===== src/rtl/reg_op_arbiter_pkg.sv =====
// Shared types for the control-register sequencer: opcode and FSM encodings.
package reg_op_pkg;

  localparam int unsigned SHCNT_W = 2;

  typedef enum logic [2:0] {
    OpClr  = 3'd0,
    OpLoad = 3'd1,
    OpInc  = 3'd2,
    OpDec  = 3'd3,
    OpShr  = 3'd4,
    OpShl  = 3'd5,
    OpRor  = 3'd6,
    OpRol  = 3'd7
  } reg_op_e;

  typedef enum logic {
    IDLE = 1'b0,
    EXEC = 1'b1
  } arb_state_e;

  // Opcodes 4..7 are the multi-cycle shift/rotate group.
  function automatic logic is_multi_op(reg_op_e op);
    return op[2];
  endfunction

endpackage


===== src/rtl/reg_op_arbiter_if.sv =====
// Requester handshakes plus register strobe bus for reg_op_arbiter.
interface reg_op_arbiter_if #(
  parameter int unsigned W = 4
);
  logic         req0, req1;
  logic [2:0]   op0, op1;
  logic [W-1:0] arg0, arg1;
  logic         gnt0, gnt1;
  logic         done0, done1;
  logic [W-1:0] reg_q;
  logic         cl, ld, inc, dec, sr, sl;
  logic         ir, il;
  logic [W-1:0] reg_in;
  logic         busy;

  modport master (
    output req0, req1, op0, op1, arg0, arg1, reg_q,
    input  gnt0, gnt1, done0, done1, cl, ld, inc, dec, sr, sl, ir, il, reg_in, busy
  );

  modport slave (
    input  req0, req1, op0, op1, arg0, arg1, reg_q,
    output gnt0, gnt1, done0, done1, cl, ld, inc, dec, sr, sl, ir, il, reg_in, busy
  );
endinterface


===== src/rtl/reg_op_arbiter_rr_arb2.sv =====
// Two-way round-robin arbiter; last_q remembers the most recent winner.
module rr_arb2 (
  input  logic       clk_i,
  input  logic       rst_ni,
  input  logic [1:0] req_i,
  input  logic       upd_i,
  output logic [1:0] gnt_o
);

  logic last_q, last_d;

  always_comb begin
    gnt_o = 2'b00;
    case (req_i)
      2'b01:   gnt_o = 2'b01;
      2'b10:   gnt_o = 2'b10;
      2'b11:   gnt_o = last_q ? 2'b01 : 2'b10;
      default: gnt_o = 2'b00;
    endcase
  end

  always_comb begin
    last_d = last_q;
    if (upd_i && (|gnt_o)) begin
      last_d = gnt_o[1];
    end
  end

  // Resets to 1 so requester 0 wins the first tie.
  always_ff @(posedge clk_i) begin
    if (!rst_ni) begin
      last_q <= 1'b1;
    end else begin
      last_q <= last_d;
    end
  end

endmodule


===== src/rtl/reg_op_arbiter.sv =====
// Two-port arbiter and op sequencer for a 4-bit strobe-controlled register.
// Define REG_OP_ARBITER_ROTATE_EN to make opcodes 6/7 true rotates.
module reg_op_arbiter
  import reg_op_pkg::*;
#(
  parameter int unsigned W = 4
) (
  input logic             clk,
  input logic             rst_n,
  reg_op_arbiter_if.slave bus
);

  arb_state_e         state_q, state_d;
  reg_op_e            op_q, op_d;
  logic [W-1:0]       arg_q, arg_d;
  logic               owner_q, owner_d;
  logic [SHCNT_W-1:0] cnt_q, cnt_d;

  logic [1:0] arb_req, arb_gnt;
  logic       arb_upd;
  logic       last_step;

  // Requests only reach the arbiter in IDLE and outside reset.
  assign arb_req   = {bus.req1, bus.req0} & {2{rst_n && (state_q == IDLE)}};
  assign arb_upd   = rst_n && (state_q == IDLE);
  assign last_step = (cnt_q == '0);

  rr_arb2 u_rr_arb2 (
    .clk_i  (clk),
    .rst_ni (rst_n),
    .req_i  (arb_req),
    .upd_i  (arb_upd),
    .gnt_o  (arb_gnt)
  );

  always_ff @(posedge clk) begin
    if (!rst_n) begin
      state_q <= IDLE;
      op_q    <= OpClr;
      arg_q   <= '0;
      owner_q <= 1'b0;
      cnt_q   <= '0;
    end else begin
      state_q <= state_d;
      op_q    <= op_d;
      arg_q   <= arg_d;
      owner_q <= owner_d;
      cnt_q   <= cnt_d;
    end
  end

  always_comb begin
    state_d = state_q;
    op_d    = op_q;
    arg_d   = arg_q;
    owner_d = owner_q;
    cnt_d   = cnt_q;
    unique case (state_q)
      IDLE: begin
        if (|arb_gnt) begin
          owner_d = arb_gnt[1];
          op_d    = reg_op_e'(arb_gnt[1] ? bus.op1 : bus.op0);
          arg_d   = arb_gnt[1] ? bus.arg1 : bus.arg0;
          cnt_d   = is_multi_op(op_d) ? arg_d[SHCNT_W-1:0] : '0;
          state_d = EXEC;
        end
      end
      EXEC: begin
        if (last_step) begin
          state_d = IDLE;
        end else begin
          cnt_d = cnt_q - SHCNT_W'(1);
        end
      end
    endcase
  end

  always_comb begin
    bus.gnt0   = arb_gnt[0];
    bus.gnt1   = arb_gnt[1];
    bus.busy   = (state_q == EXEC);
    bus.done0  = 1'b0;
    bus.done1  = 1'b0;
    bus.cl     = 1'b0;
    bus.ld     = 1'b0;
    bus.inc    = 1'b0;
    bus.dec    = 1'b0;
    bus.sr     = 1'b0;
    bus.sl     = 1'b0;
    bus.ir     = 1'b0;
    bus.il     = 1'b0;
    bus.reg_in = '0;
    if (state_q == EXEC) begin
      bus.done0 = last_step & ~owner_q;
      bus.done1 = last_step & owner_q;
      unique case (op_q)
        OpClr:  bus.cl  = 1'b1;
        OpLoad: begin
          bus.ld     = 1'b1;
          bus.reg_in = arg_q;
        end
        OpInc:  bus.inc = 1'b1;
        OpDec:  bus.dec = 1'b1;
        OpShr:  bus.sr  = 1'b1;
        OpShl:  bus.sl  = 1'b1;
        OpRor: begin
          bus.sr = 1'b1;
`ifdef REG_OP_ARBITER_ROTATE_EN
          bus.ir = bus.reg_q[0];
`endif
        end
        OpRol: begin
          bus.sl = 1'b1;
`ifdef REG_OP_ARBITER_ROTATE_EN
          bus.il = bus.reg_q[W-1];
`endif
        end
      endcase
    end
  end

`ifndef REG_OP_ARBITER_ROTATE_EN
  // Rotate fill is disabled, so the register feedback is intentionally unused.
  logic unused_reg_q;
  assign unused_reg_q = ^bus.reg_q;
`endif

endmodule


===== src/flat_wrapper.sv =====
// flat-port wrapper written by rule: the top's interface ports become plain ports
module reg_op_arbiter_flat import reg_op_pkg::*;
#(
  parameter int unsigned W = 4
)
  (clk, rst_n, bus_req0, bus_req1, bus_op0, bus_op1, bus_arg0, bus_arg1, bus_reg_q, bus_gnt0, bus_gnt1, bus_done0, bus_done1, bus_cl, bus_ld, bus_inc, bus_dec, bus_sr, bus_sl, bus_ir, bus_il, bus_reg_in, bus_busy);
  reg_op_arbiter_if #(.W(W)) bus_i ();
  input logic clk;
  input logic rst_n;
  input wire logic [$bits(bus_i.req0)-1:0] bus_req0;
  input wire logic [$bits(bus_i.req1)-1:0] bus_req1;
  input wire logic [$bits(bus_i.op0)-1:0] bus_op0;
  input wire logic [$bits(bus_i.op1)-1:0] bus_op1;
  input wire logic [$bits(bus_i.arg0)-1:0] bus_arg0;
  input wire logic [$bits(bus_i.arg1)-1:0] bus_arg1;
  input wire logic [$bits(bus_i.reg_q)-1:0] bus_reg_q;
  output wire logic [$bits(bus_i.gnt0)-1:0] bus_gnt0;
  output wire logic [$bits(bus_i.gnt1)-1:0] bus_gnt1;
  output wire logic [$bits(bus_i.done0)-1:0] bus_done0;
  output wire logic [$bits(bus_i.done1)-1:0] bus_done1;
  output wire logic [$bits(bus_i.cl)-1:0] bus_cl;
  output wire logic [$bits(bus_i.ld)-1:0] bus_ld;
  output wire logic [$bits(bus_i.inc)-1:0] bus_inc;
  output wire logic [$bits(bus_i.dec)-1:0] bus_dec;
  output wire logic [$bits(bus_i.sr)-1:0] bus_sr;
  output wire logic [$bits(bus_i.sl)-1:0] bus_sl;
  output wire logic [$bits(bus_i.ir)-1:0] bus_ir;
  output wire logic [$bits(bus_i.il)-1:0] bus_il;
  output wire logic [$bits(bus_i.reg_in)-1:0] bus_reg_in;
  output wire logic [$bits(bus_i.busy)-1:0] bus_busy;
  assign bus_i.req0 = bus_req0;
  assign bus_i.req1 = bus_req1;
  assign bus_i.op0 = bus_op0;
  assign bus_i.op1 = bus_op1;
  assign bus_i.arg0 = bus_arg0;
  assign bus_i.arg1 = bus_arg1;
  assign bus_i.reg_q = bus_reg_q;
  assign bus_gnt0 = bus_i.gnt0;
  assign bus_gnt1 = bus_i.gnt1;
  assign bus_done0 = bus_i.done0;
  assign bus_done1 = bus_i.done1;
  assign bus_cl = bus_i.cl;
  assign bus_ld = bus_i.ld;
  assign bus_inc = bus_i.inc;
  assign bus_dec = bus_i.dec;
  assign bus_sr = bus_i.sr;
  assign bus_sl = bus_i.sl;
  assign bus_ir = bus_i.ir;
  assign bus_il = bus_i.il;
  assign bus_reg_in = bus_i.reg_in;
  assign bus_busy = bus_i.busy;
  reg_op_arbiter #(.W(W)) u_core (.clk(clk), .rst_n(rst_n), .bus(bus_i));
endmodule

===== config.mk =====
export PLATFORM = sky130hd
export DESIGN_NAME = reg_op_arbiter_flat
export DESIGN_NICKNAME = d
export VERILOG_FILES = /design/src/rtl/reg_op_arbiter_pkg.sv /design/src/rtl/reg_op_arbiter_if.sv /design/src/rtl/reg_op_arbiter_rr_arb2.sv /design/src/rtl/reg_op_arbiter.sv /design/src/flat_wrapper.sv
export SDC_FILE = /design/constraint.sdc
export NUM_CORES = 1
export LEC_CHECK = 0
export CAP_MARGIN = 0
export CORE_MARGIN = 10
export CORE_UTILIZATION = 39
export DETAILED_ROUTE_END_ITERATION = 8
export MAX_ROUTING_LAYER = met4
export PLACE_DENSITY = 0.82
export SYNTH_ARGS = -nofsm -noshare
export SYNTH_HDL_FRONTEND = slang
export SYNTH_SLANG_ARGS = --single-unit

===== constraint.sdc =====
create_clock -name clk -period 1.4 [get_ports clk]
set_input_delay 0.14 -clock clk [delete_from_list [all_inputs] [get_ports clk]]
set_output_delay 0.14 -clock clk [all_outputs]
set_load 0.03 [all_outputs]

# Word-level counts from Yosys, hierarchy flattened
# Cells that the tools add are included.
[word_totals]
regBits = 12
in_bits = 22
output_inout_bits = 17
word_cells = 60
[classes]
addsub = 1
n_eq_ne = 12
n_mux = 27
bitwise_logic = 5
reduce_logical = 9
[ops]
columns = ["cell", "count"]
rows = [
  ["$mux 1", 16],
  ["$eq 3x3->1 const B", 4],
  ["$mux 4", 3],
  ["$mux 2", 4],
  ["$eq 3x2->1 const B", 2],
  ["$pmux 2 s3", 1],
  ["$reduce_or 2->1", 3],
  ["$eq 2x2->1 const B", 2],
  ["$ne 2x2->1 const B", 2],
  ["$pmux 2 s2", 1],
  ["$reduce_and 2->1", 2],
  ["$eq 3x1->1 const B", 1],
  ["$logic_not 3->1", 1],
  ["$mux 3", 1],
  ["$and 1x1->1", 2],
  ["$and 2x2->2", 1],
  ["$eq 2x1->1 const B", 1],
  ["$logic_and 1x1->1", 2],
  ["$logic_not 2->1", 1],
  ["$not 1->1", 2],
  ["$pmux 1 s2", 1],
  ["$sub 2x1->2 const B", 1],
]

# Depth between registers and ports, before layout
# Gate-level depths: netlist (run 1).
[logic_depth]
depth_word = 9
depth_mapped = 5
depth_no_buf = 5

# By module
# A second synthesis (run 1) with hierarchy kept.
[hier_totals]
cells_unflattened = 90
area_unflattened_um2 = 755.7
[modules_own_cells]
columns = ["module", "n_inst", "cells_each", "area_each_um2", "seq_area_each_um2"]
rows = [
  ["reg_op_arbiter", 1, 83, 696.9, 220.2],
  ["rr_arb2", 1, 7, 58.8, 20.0],
]

# Least setup slack after synthesis (run 1)
# OpenSTA, ideal clock, no wires.
[synth_timing]
kind = "register to output"
start = "register u_core.state_q (netlist: u_core.bus.busy)"
end = "output bus_cl"
t_arrival_ps = 1890
required_time_ps = 1260
setup_slack_ps = -630
stages_incl_launch_ff = 3
n_path_buf = 1
cell_sequence = "dfxtp_1 clkbuf_1 nor4b_1"
[synth_between]
elab_chain_len = 1
[synth_rtl]
columns = ["item", "line_no", "rtl"]
rows = [
  ["start, declared", "reg_op_arbiter.sv:13", "arb_state_e state_q, state_d;"],
  ["start signal, assigned", "reg_op_arbiter.sv:44", "state_q <= state_d;"],
  ["$mux 1", "reg_op_arbiter.sv:93", "if (state_q == EXEC) begin"],
  ["end, declared", "flat_wrapper.sv:21", "output wire logic [$bits(bus_i.cl)-1:0] bus_cl;"],
]
# Every way passes these cells.

# Worst setup path in the final report (run 1)
[layout_timing]
start = "register u_core.op_q[1]"
end = "output bus_reg_in[3]"
[layout_between]
elab_chain_len = 3
[layout_rtl]
columns = ["item", "line_no", "rtl"]
rows = [
  ["start, declared", "reg_op_arbiter.sv:14", "reg_op_e op_q, op_d;"],
  ["start signal, assigned", "reg_op_arbiter.sv:39", "op_q <= OpClr;"],
  ["start signal, assigned", "reg_op_arbiter.sv:45", "op_q <= op_d;"],
  ["$eq 3x1->1", "reg_op_arbiter.sv:96", "unique case (op_q)"],
  ["$mux 4", "reg_op_arbiter.sv:96", ""],
  ["$mux 4", "reg_op_arbiter.sv:93", ""],
  ["end, declared", "flat_wrapper.sv:29", "output wire logic [$bits(bus_i.reg_in)-1:0] bus_reg_in;"],
]
# Every way passes these cells.

==> results of run 1 <==
==> layout make-up <==
type                    count  area, sq um
flip-flops and latches     12        252.7
clock buffers               3        22.52
inverters                   3        11.26
fillers                   174        660.6
repair buffers             47        427.9
multi-input cells          72        553.0
well taps                  27        33.78
==> flip-flops by register name (all words and copies together), names as in the netlist <==
| name | flops |
|---|---|
| u_core.arg_q | 4 |
| u_core.op_q | 3 |
| u_core.cnt_q | 2 |
| u_core.bus.busy | 1 |
| u_core.owner_q | 1 |
| u_core.u_rr_arb2.last_q | 1 |
==> routing by layer <==
metal | global-route usage (%) | wire length, um | vias to the layer above
met5 | - | 0 | -
met3 | 2.542 | 121 | 6
met2 | 21.22 | 1363 | 29
met1 | 13.65 | 1122 | 411
li1 | - | - | 421
met4 | 4.545 | 51 | 0
==> worst max-delay path, stage by stage, from the launching register on <==
cell	delay, ns
dfxtp_4	0.35
and4bb_2	0.34
and2_1	0.16
buf_6	0.13
==> cells in the final DEF (no fill, tap or decap), types with 2 or more instances in the layout <==
cell type / n
dlygate4sd2_1: 2
and3_1: 4
dfxtp_1: 8
nand2_1: 17
a311oi_2: 6
clkdlybuf4s50_1: 15
nor2_1: 4
clkbuf_4: 3
dfxtp_4: 3
buf_6: 8
a21oi_1: 7
buf_4: 21
inv_1: 2
and2_4: 3
nand2b_1: 3
conb_1: 2
and2_1: 2
mux2i_1: 3
==> cell families (layout without fill, tap and decap cells) <==
logic type	Yosys count	in the layout	synth area share, %
and+or+nand+nor	44	44	30.31
AOI/OAI and AO/OA	22	22	25.63
DFF	12	12	30.00
buffers and inverters	11	53	8.281
muxes	3	3	3.750
adders and majority gates	1	1	1.562
other	1	2	0.4683
==> what timing repair did <==
item | CTS | global route
endpoints found under the setup margin | 10 | 9
pin swaps | 1 | 4
gates cloned | 0 | 0
resized for setup | 10 | 14
setup buffers | 4 | 0
==> synthesized netlist by cell type, types with 2 or more instances <==
library cell,n
and3_1,4
and2_1,4
a311oi_2,6
buf_2,2
inv_1,3
buf_6,2
mux2i_1,3
dfxtp_1,12
clkbuf_1,2
nand2_1,17
nand2b_1,3
nor2b_1,2
a21oi_1,7
nor2_1,4
buf_4,2
==> path summary, 6_finish.rpt <==
| kind | start | to |
|---|---|---|
| worst max-delay path | u_core.op_q[1]$_SDFFE_PN0P_ | bus_reg_in[3] |
| worst min register to register | u_core.op_q[2]$_SDFFE_PN0P_ | u_core.op_q[2]$_SDFFE_PN0P_ |
| worst min-delay path | bus_req1 | u_core.u_rr_arb2.last_q$_SDFFE_PN1P_ |
| worst max register to register | u_core.bus.busy$_SDFF_PN0_ | u_core.cnt_q[0]$_SDFFE_PN0P_ |
==> power groups by stage <==
stage               Clock, mW  Sequential [mW]  Combinational, mW
floorplan                   0            0.413              0.195
global placement            0            0.408              0.319
detailed placement          0            0.410              0.328
CTS                     0.214            0.396              0.349
global route            0.230            0.403              0.396
finish                  0.216            0.400              0.364
==> metrics by stage <==
step / instances / hold WS (ns) / setup slack [ns] / setup TNS (ns)
after CTS: 164 / 0.3379 / 0.005415 / 0
after floorplan: 95 / 0.2575 / 0.03680 / 0
final: 164 / 0.3412 / 0.008429 / 0
after global placement: 157 / 0.4636 / -0.1053 / -0.8339
after detailed placement: 157 / 0.4767 / -0.1680 / -1.210
after global routing: 164 / 0.3682 / -0.03370 / -0.1352
==> out/qor.csv, run 1 <==
metric,value,unit
root buf cell,clkbuf_4,
CP startpoint kind,register,
worst hold path class,primary input to register,
Achievable Freq,718.6,MHz
number of synthesized register bits,12,
flop2flop setup slack,0.07,ns
Sw Share,32.75,%
Worst Path Arrival,1.25,ns
layout cells sized above 1,39.42,%
clk_skew,0.002217,ns
Crit Path Category,register to primary output,
P_int,659.3,uW
post-route ant nets,0,
GRT Total Usage,12.32,%
largest net degree at the start of global routing,10,
Leakage,0.5721,nW
Post-Synthesis Cell Area,800.8,sq um
Final #Nets,162,
CTS tree,built,
htree depth,1,
Pins Over Slew Limit,0,
vias in the first global route,874,
Overflow after GRT,0,
DP Area,0.001187,sq mm
Post-synth EDFFs,0,
sw power,321.1,uW
Cells after Synth,94,
Critical Path RT,1.26,ns
DIE AREA,0.004265,sq mm
DP Wirelength,1.988,mm
register share of total power,40.8,%
Worst R2R Path Depth,5,
Placer Congestion,0.7541,
Final Hold Vio Count,0,
Comb pwr share,37.2,%
Synth Area per Inst,8.519,sq um
port bufs,32,
final worst path period share,99.40,%
total core area,0.001962,sq mm
Synth Flop Type,dfxtp_1,
Initial Util,40.82,%
P per Cell Area,753.4,mW/mm^2
fin crit period,1.392,ns
Synth area leader,dfxtp_1,
global-route wire length before repair,4.250,mm
Die Width,65.31,um
detailed-route wire length per cell,16.21,um
DRT Pass-1 Iters,4,
synth warn,0,
post-DR vias/cell,5.287,
number of max-cap violations,0,
IO Pins,39,
unrepaired setup endpoints after global routing,yes,
row count,16,
initial antenna violation count,0,
routed vias,867,
Die Span Y,65.31,um
Clock Latency Late Sink,0.27,ns
design area,0.001301,sq mm
Ant. Diodes,0,
# hold bufs at CTS,0,
Async SR Flop Fraction,0,%
Yosys top cell area share,30.00,%
"Seq/Total Area, Yosys",30.00,%
hold path depth,2,
Longest Clk Path Bufs,2,
# setup viols final,0,
Initial DRC Count,42,
area delta synth->final,62.50,%
total CTS buffers,3,
"Max FO, Critical Path",5,
part of the power in the clock network,22.1,%
Clock transition at path regs,0.08,ns
total power,980.3,uW
VDD IR-drop max,0.4485,mV
Remaining DRCs,0,
clock tree sinks,12,
Critical Path End Type,primary output,
synth unique cells,36,
drt total wl,2.658,mm
top post-synthesis cells by area,"dfxtp_1, a311oi_2, nand2_1",
status,completed,
Layout Utilization,66.33,%
(Power assumes the default switching activity.)
==> run 2: changes to the inputs <==
--- a/config.mk
+++ b/config.mk
@@ -5,6 +5,7 @@
 export SDC_FILE = /design/constraint.sdc
 export NUM_CORES = 1
 export LEC_CHECK = 0
+export ABC_CLOCK_PERIOD_IN_PS = 1400
 export CAP_MARGIN = 0
 export CORE_MARGIN = 10
 export CORE_UTILIZATION = 39
==> results of run 2 <==
The final DEF is identical to that of run 1; final timing and power are the same.
